===== config.mk =====
export PLATFORM = sky130hd
export DESIGN_NAME = fifo_rr_arbiter
export DESIGN_NICKNAME = d
export VERILOG_FILES = /design/src/rtl/fifo_arb_pkg.sv /design/src/rtl/rr_prio_pick.sv /design/src/rtl/fifo_rr_arbiter.sv
export SDC_FILE = /design/constraint.sdc
export NUM_CORES = 1
export LEC_CHECK = 0
export ABC_CLOCK_PERIOD_IN_PS = 3300
export CAP_MARGIN = 5
export CORE_AREA = 2 2 46 48
export DETAILED_ROUTE_END_ITERATION = 10
export DIE_AREA = 0 0 48 50
export HOLD_SLACK_MARGIN = 0.12
export PLACE_DENSITY_LB_ADDON = 0.08
export SETUP_SLACK_MARGIN = 0.02
export SKIP_CTS_REPAIR_TIMING = 1
export SYNTH_ARGS = -nofsm -noshare
export SYNTH_HDL_FRONTEND = slang
export SYNTH_SLANG_ARGS = --single-unit

===== constraint.sdc =====
create_clock -name clk -period 3.3 [get_ports clk]
set_clock_uncertainty 0.2 [all_clocks]
set_input_delay 0.33 -clock clk [delete_from_list [all_inputs] [get_ports clk]]
set_output_delay 0.33 -clock clk [all_outputs]
set_load 0.1 [all_outputs]

===== src/rtl/fifo_arb_pkg.sv =====
// Shared constants and helpers for the FIFO-front arbiters.
// Latency: n/a (package only).
// Backpressure: n/a.
// Contents: ARB_MAX_REQ (largest supported requester count), clog2() for
// deriving index widths, arb_id_t (a source ID wide enough for ARB_MAX_REQ).
package fifo_arb_pkg;

  localparam int ARB_MAX_REQ = 16;

  // Ceiling log2, usable in parameter/localparam expressions.
  function automatic int clog2(input int v);
    int r = 0;
    while ((1 << r) < v) r++;
    return r;
  endfunction

  localparam int ARB_ID_MAX_W = clog2(ARB_MAX_REQ);

  // Source ID wide enough for the largest arbiter; instances narrow to their own ID_W.
  typedef logic [ARB_ID_MAX_W-1:0] arb_id_t;

endpackage


===== src/rtl/rr_prio_pick.sv =====
// Rotating priority picker: first set bit of req at or after ptr, wrapping.
// Latency: purely combinational.
// Backpressure: none; callers gate the grant with their own load condition.
// Ports: req (request vector), ptr (highest-priority index, must be < N),
//        gnt (one-hot grant), idx (encoded grant), any (some request present).
module rr_prio_pick
  import fifo_arb_pkg::*;
#(
  parameter int  N = 4,
  localparam int W = clog2(N)
) (
  input  logic [N-1:0] req,
  input  logic [W-1:0] ptr,
  output logic [N-1:0] gnt,
  output logic [W-1:0] idx,
  output logic         any
);

  localparam logic [W:0] NV = (W+1)'(N);

  logic [2*N-1:0] dbl;
  logic [N-1:0]   rot;
  logic [W-1:0]   off;
  logic [W:0]     sum;

  always_comb begin
    // Rotate so that position 0 is the requester at ptr.
    dbl = {req, req} >> ptr;
    rot = dbl[N-1:0];
    // Find-first: scanning downward lets the lowest set bit win last.
    off = '0;
    any = 1'b0;
    for (int o = N - 1; o >= 0; o--) begin
      if (rot[o]) begin
        off = W'(o);
        any = 1'b1;
      end
    end
    // Un-rotate with an explicit modulo-N wrap (N need not be a power of two).
    sum = {1'b0, ptr} + {1'b0, off};
    if (sum >= NV) sum = sum - NV;
    idx = sum[W-1:0];
    gnt = any ? (N'(1) << idx) : '0;
  end

endmodule


===== src/rtl/fifo_rr_arbiter.sv =====
// Round-robin arbiter sharing one FIFO write port among NREQ requesters.
// Latency: 1 cycle from accepted handshake to out_val; 1 beat/cycle sustained.
// Backpressure: while out_val && !out_rdy all req_rdy are low and the held beat is frozen.
// Ports: clk, rst_n (async active-low); req_val/req_rdy/req_data per-requester
//        handshakes (requester i owns req_data[i*SIZE +: SIZE]); out_val/out_rdy/
//        out_data/out_id drive the downstream FIFO, out_id naming the source.
// Build option: define FIFO_ARB_BURST_EN to keep a grant locked to one requester
// for up to BURST_LEN consecutive beats.
module fifo_rr_arbiter
  import fifo_arb_pkg::*;
#(
  parameter int  NREQ      = 4,
  parameter int  SIZE      = 4,
  parameter int  BURST_LEN = 4,
  localparam int ID_W      = clog2(NREQ)
) (
  input  logic                 clk,
  input  logic                 rst_n,
  input  logic [NREQ-1:0]      req_val,
  output logic [NREQ-1:0]      req_rdy,
  input  logic [NREQ*SIZE-1:0] req_data,
  output logic                 out_val,
  input  logic                 out_rdy,
  output logic [SIZE-1:0]      out_data,
  output logic [ID_W-1:0]      out_id
);

  if (NREQ < 2 || NREQ > ARB_MAX_REQ || BURST_LEN < 1 || BURST_LEN > 16) begin : g_bad_param
    $error("fifo_rr_arbiter: parameter out of range");
  end

  function automatic logic [ID_W-1:0] inc(input logic [ID_W-1:0] v);
    return (v == ID_W'(NREQ - 1)) ? '0 : v + 1'b1;
  endfunction

  logic [ID_W-1:0] ptr, ptr_nxt, pick_ptr;
  logic [NREQ-1:0] p_gnt, w_gnt;
  logic [ID_W-1:0] p_idx, w_idx;
  logic            p_any, w_any;
  logic            load, accept;
  logic [SIZE-1:0] sel;

  rr_prio_pick #(.N(NREQ)) u_pick (
    .req (req_val),
    .ptr (pick_ptr),
    .gnt (p_gnt),
    .idx (p_idx),
    .any (p_any)
  );

  assign load   = !out_val || out_rdy;
  assign accept = load && w_any;
  // Gated by rst_n so no requester sees ready while reset is held.
  assign req_rdy = (rst_n && load) ? w_gnt : '0;

  always_comb begin
    sel = '0;
    for (int i = 0; i < NREQ; i++) begin
      if (w_gnt[i]) sel = req_data[i*SIZE +: SIZE];
    end
  end

`ifdef FIFO_ARB_BURST_EN
  // bcnt = beats accepted in the current burst; nonzero means the grant is
  // locked to out_id. It returns to 0 as soon as the burst ends, so it never
  // has to hold BURST_LEN itself.
  logic [3:0] bcnt, bcnt_nxt;
  logic [4:0] beats;
  logic       locked, hold;

  assign locked   = (bcnt != 4'd0);
  assign hold     = locked && req_val[out_id];
  // While locked ptr is stale; a released lock resumes scanning after out_id.
  assign pick_ptr = locked ? inc(out_id) : ptr;
  assign w_gnt    = hold ? (NREQ'(1) << out_id) : p_gnt;
  assign w_idx    = hold ? out_id : p_idx;
  assign w_any    = hold || p_any;

  always_comb begin
    ptr_nxt  = ptr;
    bcnt_nxt = bcnt;
    beats    = '0;
    if (accept) begin
      beats = (hold ? {1'b0, bcnt} : 5'd0) + 5'd1;
      if (beats == 5'(BURST_LEN)) begin
        bcnt_nxt = '0;
        ptr_nxt  = inc(w_idx);
      end else begin
        bcnt_nxt = beats[3:0];
      end
    end else if (load && locked) begin
      // Locked requester dropped req_val and nobody else asked.
      bcnt_nxt = '0;
      ptr_nxt  = inc(out_id);
    end
  end

  always_ff @(posedge clk or negedge rst_n) begin
    if (!rst_n) bcnt <= '0;
    else        bcnt <= bcnt_nxt;
  end
`else
  assign pick_ptr = ptr;
  assign w_gnt    = p_gnt;
  assign w_idx    = p_idx;
  assign w_any    = p_any;
  assign ptr_nxt  = accept ? inc(w_idx) : ptr;
`endif

  always_ff @(posedge clk or negedge rst_n) begin
    if (!rst_n) begin
      out_val  <= 1'b0;
      out_data <= '0;
      out_id   <= '0;
      ptr      <= '0;
    end else begin
      if (accept) begin
        // A new beat replaces one being drained this cycle.
        out_val  <= 1'b1;
        out_data <= sel;
        out_id   <= w_idx;
      end else if (out_rdy) begin
        out_val <= 1'b0;
      end
      ptr <= ptr_nxt;
    end
  end

endmodule


==> flow_summary_export.csv <==
group,metric,value,unit
run_status,status,"finished, final reports clean",
hold_path,min-delay-path-class,"input port to async pin",
pwr,power_leakage,0.550,nW
run,drv_cap,0,
synthesis,avgSynthCellArea,8.43,um2
timing,relSlewSlack,35.5,%
synthesis,synthAdderAreaFrac,8.53,%
synthesis,syn_area,733,um2
timing,rsz0062_at_grt,"no",
final_layout,fin_cells,158,
worst_setup_path,r2r-end,"out_data[1]$_DFFE_PN0P_",
grt,grt_pass1_wl,3080,um
floorplanning,die_w,48,um
timing,max_slew.worst_pin.slew,0.965,ns
clocking,clk_pin_slew,0.06,ns
timing,maxSlewViolCount,0,
worst_setup_path,critical_path.top_delay_family,"simple AND/OR/NAND/NOR gates",
timing,min_period,3.16,ns
worst_setup_path,critPathLaunchType,"register",
synthesis,yosys.area_share.simple,27.8,%
timing,holdWs,0.205,ns
routing,num_vias,794,
synthesis,synthMuxAreaShare,1.37,%
worst_setup_path,rrSetupSlack,0.28,ns
worst_setup_path,reg2reg_depth,13,
timing,tns,0,ns
worst_setup_path,max_stage_delay,0.48,ns
worst_setup_path,crit_fanout,8,
grt,grt_pass1_vias,757,
routing,routed_wl,1830,um
worst_setup_path,slowest_stage,"dfrtp_1",
routing,wire_per_inst,11.6,um
synthesis,synth_top_area_share,30.7,%
worst_setup_path,crit_chain,"nand2b_1 > a21oi_1 > o211ai_1 > o31a_1 > ha_2 > xnor2_2 > and4_4 > or2_4 > ha_4 > and3_2 > buf_12",
final_layout,drive_gt1_share,23.7,%
final_layout,area_delta_synth_final,74.7,%
timing,hold_violations,0,
worst_setup_path,worstPathRequired,2.77,ns
synthesis,synth_nets,115,
final_layout,layout.nets,160,
routing,firstDrtPassIters,4,
routing,vias_per_cell,5.03,
synthesis,yosysTopAreaCell,"dfrtp_1",
pwr,power_density,1150,nW/um2
synthesis,ys_top_cells_by_count,"15 x nand2_1, 9 x dfrtp_1, 7 x nor2b_1, 7 x o21ai_0",
synthesis,yosysWarnings,0,
final_layout,fin_util,67.4,%
pwr,ir_drop,0.000795,V
synthesis,synth_top_family_by_area,"simple AND/OR/NAND/NOR gates",
synthesis,synthFlopType,"dfrtp_1",
synthesis,yosysMostFrequentCell,"nand2_1",
grt,grt_max_degree,15,
clocking,root_buffer,"clkbuf_4",
routing,drtAntennaViolNets,0,
floorplanning,row_count,16,
synthesis,synth_area_leaders,"dfrtp_1 31%, ha_1 8.5%, nand2_1 7.7%",
timing,finalSetupViolCount,0,
timing,post-route-period-util,95.6,%
clocking,numCtsBuffers,3,
clocking,tritoncts,"yes",
routing,drt_iter0_markers,21,
clocking,clockBufferDepth,2,
floorplanning,start_util,38.6,%
synthesis,ys_seq_area_share,30.7,%
placed_design,placedCellCount,154,
grt,grt_overflow_total,0,
synthesis,synth-edff-count,0,
synthesis,syn_inst,87,
floorplanning,core-area,1900,um2
worst_setup_path,arrival,2.63,ns
floorplanning,die-area,2400,um2
synthesis,async_reset_ff_share,100,%
floorplanning,fp.dieH,50,um
clocking,numClockSinks,9,
final_layout,diodes,0,
worst_setup_path,path_class,"register to output pin",
floorplanning,io_pins,34,
timing,fmaxAchievable,317,MHz
synthesis,synth-compound-area-share,26.6,%
placed_design,gp_congestion,0.916,
routing,drc,0,
placed_design,io_buffers,33,
worst_setup_path,worstReg2RegStart,"pick_ptr[1]$_DFFE_PN0P_",
grt,antenna_found_initial,0,
placed_design,hpwl,1540,um
grt,grt_usage,17.4,%
worst_setup_path,crit_buf_inv,1,
synthesis,synth_cell_types,29,
clocking,clk_latency,0.26,ns
clocking,cts_max_level,1,
synthesis,ys_ff_latch,9,
synthesis,synthXorXnorAreaFrac,1.19,%
worst_setup_path,setup.worst_path.end_class,"output pin",
==> through the flow <==
| stage | area [um2] | total power [mW] | worst slack (ns) |
|---|---|---|---|
| global route | 1280 | 1.60 | 0.0211 |
| floorplan | 736 | 0.982 | 0.0522 |
| CTS | 1230 | 1.39 | -0.127 |
| detailed placement | 1200 | 1.30 | -0.153 |
| finish | 1280 | 1.47 | 0.145 |
| global placement | 1200 | 1.29 | -0.0947 |
==> state kept, by name, indices dropped and copies added (netlist names) <==
signal and cells:
out_data 4, out_id 2, pick_ptr 2, out_val 1
==> per-layer routing <==
metal	track usage (%)	up-vias	routed length, um
li1	-	409	-
met1	25.6	361	907
met2	25.1	20	840
met3	1.10	4	46
met4	8.11	0	37
met5	0	-	0
==> report_power, final <==
part           switching [mW]  internal (mW)  total, mW
registers              0.0438          0.159      0.203
logic                   0.699          0.488       1.19
clock network          0.0362         0.0465     0.0827
total                   0.779          0.694       1.47
==> final cells by class <==
type,instances,area [um2]
clock buffer,4,26.3
timing repair buffer,43,450
multi-input combinational,71,531
fill,149,621
tap,27,33.8
inverter,4,15.0
sequential,9,225
==> worst max path at each step <==
stage | end | startpoint | slack (ns) | cells after the start
3_5_place_dp | out_data[0]$_DFFE_PN0P_ | req_val[0] | -0.15 | 14
2_1_floorplan | req_rdy[2] | pick_ptr[1]$_DFFE_PN0P_ | 0.05 | 11
5_1_grt | req_rdy[1] | pick_ptr[1]$_DFFE_PN0P_ | 0.02 | 11
3_3_place_gp | out_data[0]$_DFFE_PN0P_ | req_val[0] | -0.09 | 14
6_report | req_rdy[1] | pick_ptr[1]$_DFFE_PN0P_ | 0.14 | 11
4_1_cts | req_rdy[2] | req_val[0] | -0.13 | 12
==> cell families after synthesis <==
kind of cell,Yosys count
XOR/XNOR,1
buffers and inverters,7
multiplexers,1
AND/OR/NAND/NOR,38
adder cells (fa/ha/maj),5
flip-flops,9
AO/OA/AOI/OAI,26
==> placed cells by master, fill, tap and decap left out, types with 4 or more instances in the layout <==
cell / synthesis / final
clkdlybuf4s50_1: 0 / 27
nand2_1: 15 / 15
buf_4: 0 / 10
dfrtp_1: 9 / 9
nor2b_1: 7 / 7
o21ai_0: 7 / 6
o31a_1: 5 / 5
inv_1: 4 / 4
a221oi_1: 4 / 4
buf_12: 0 / 4
No activity file was read; power rests on OpenSTA's default activity.
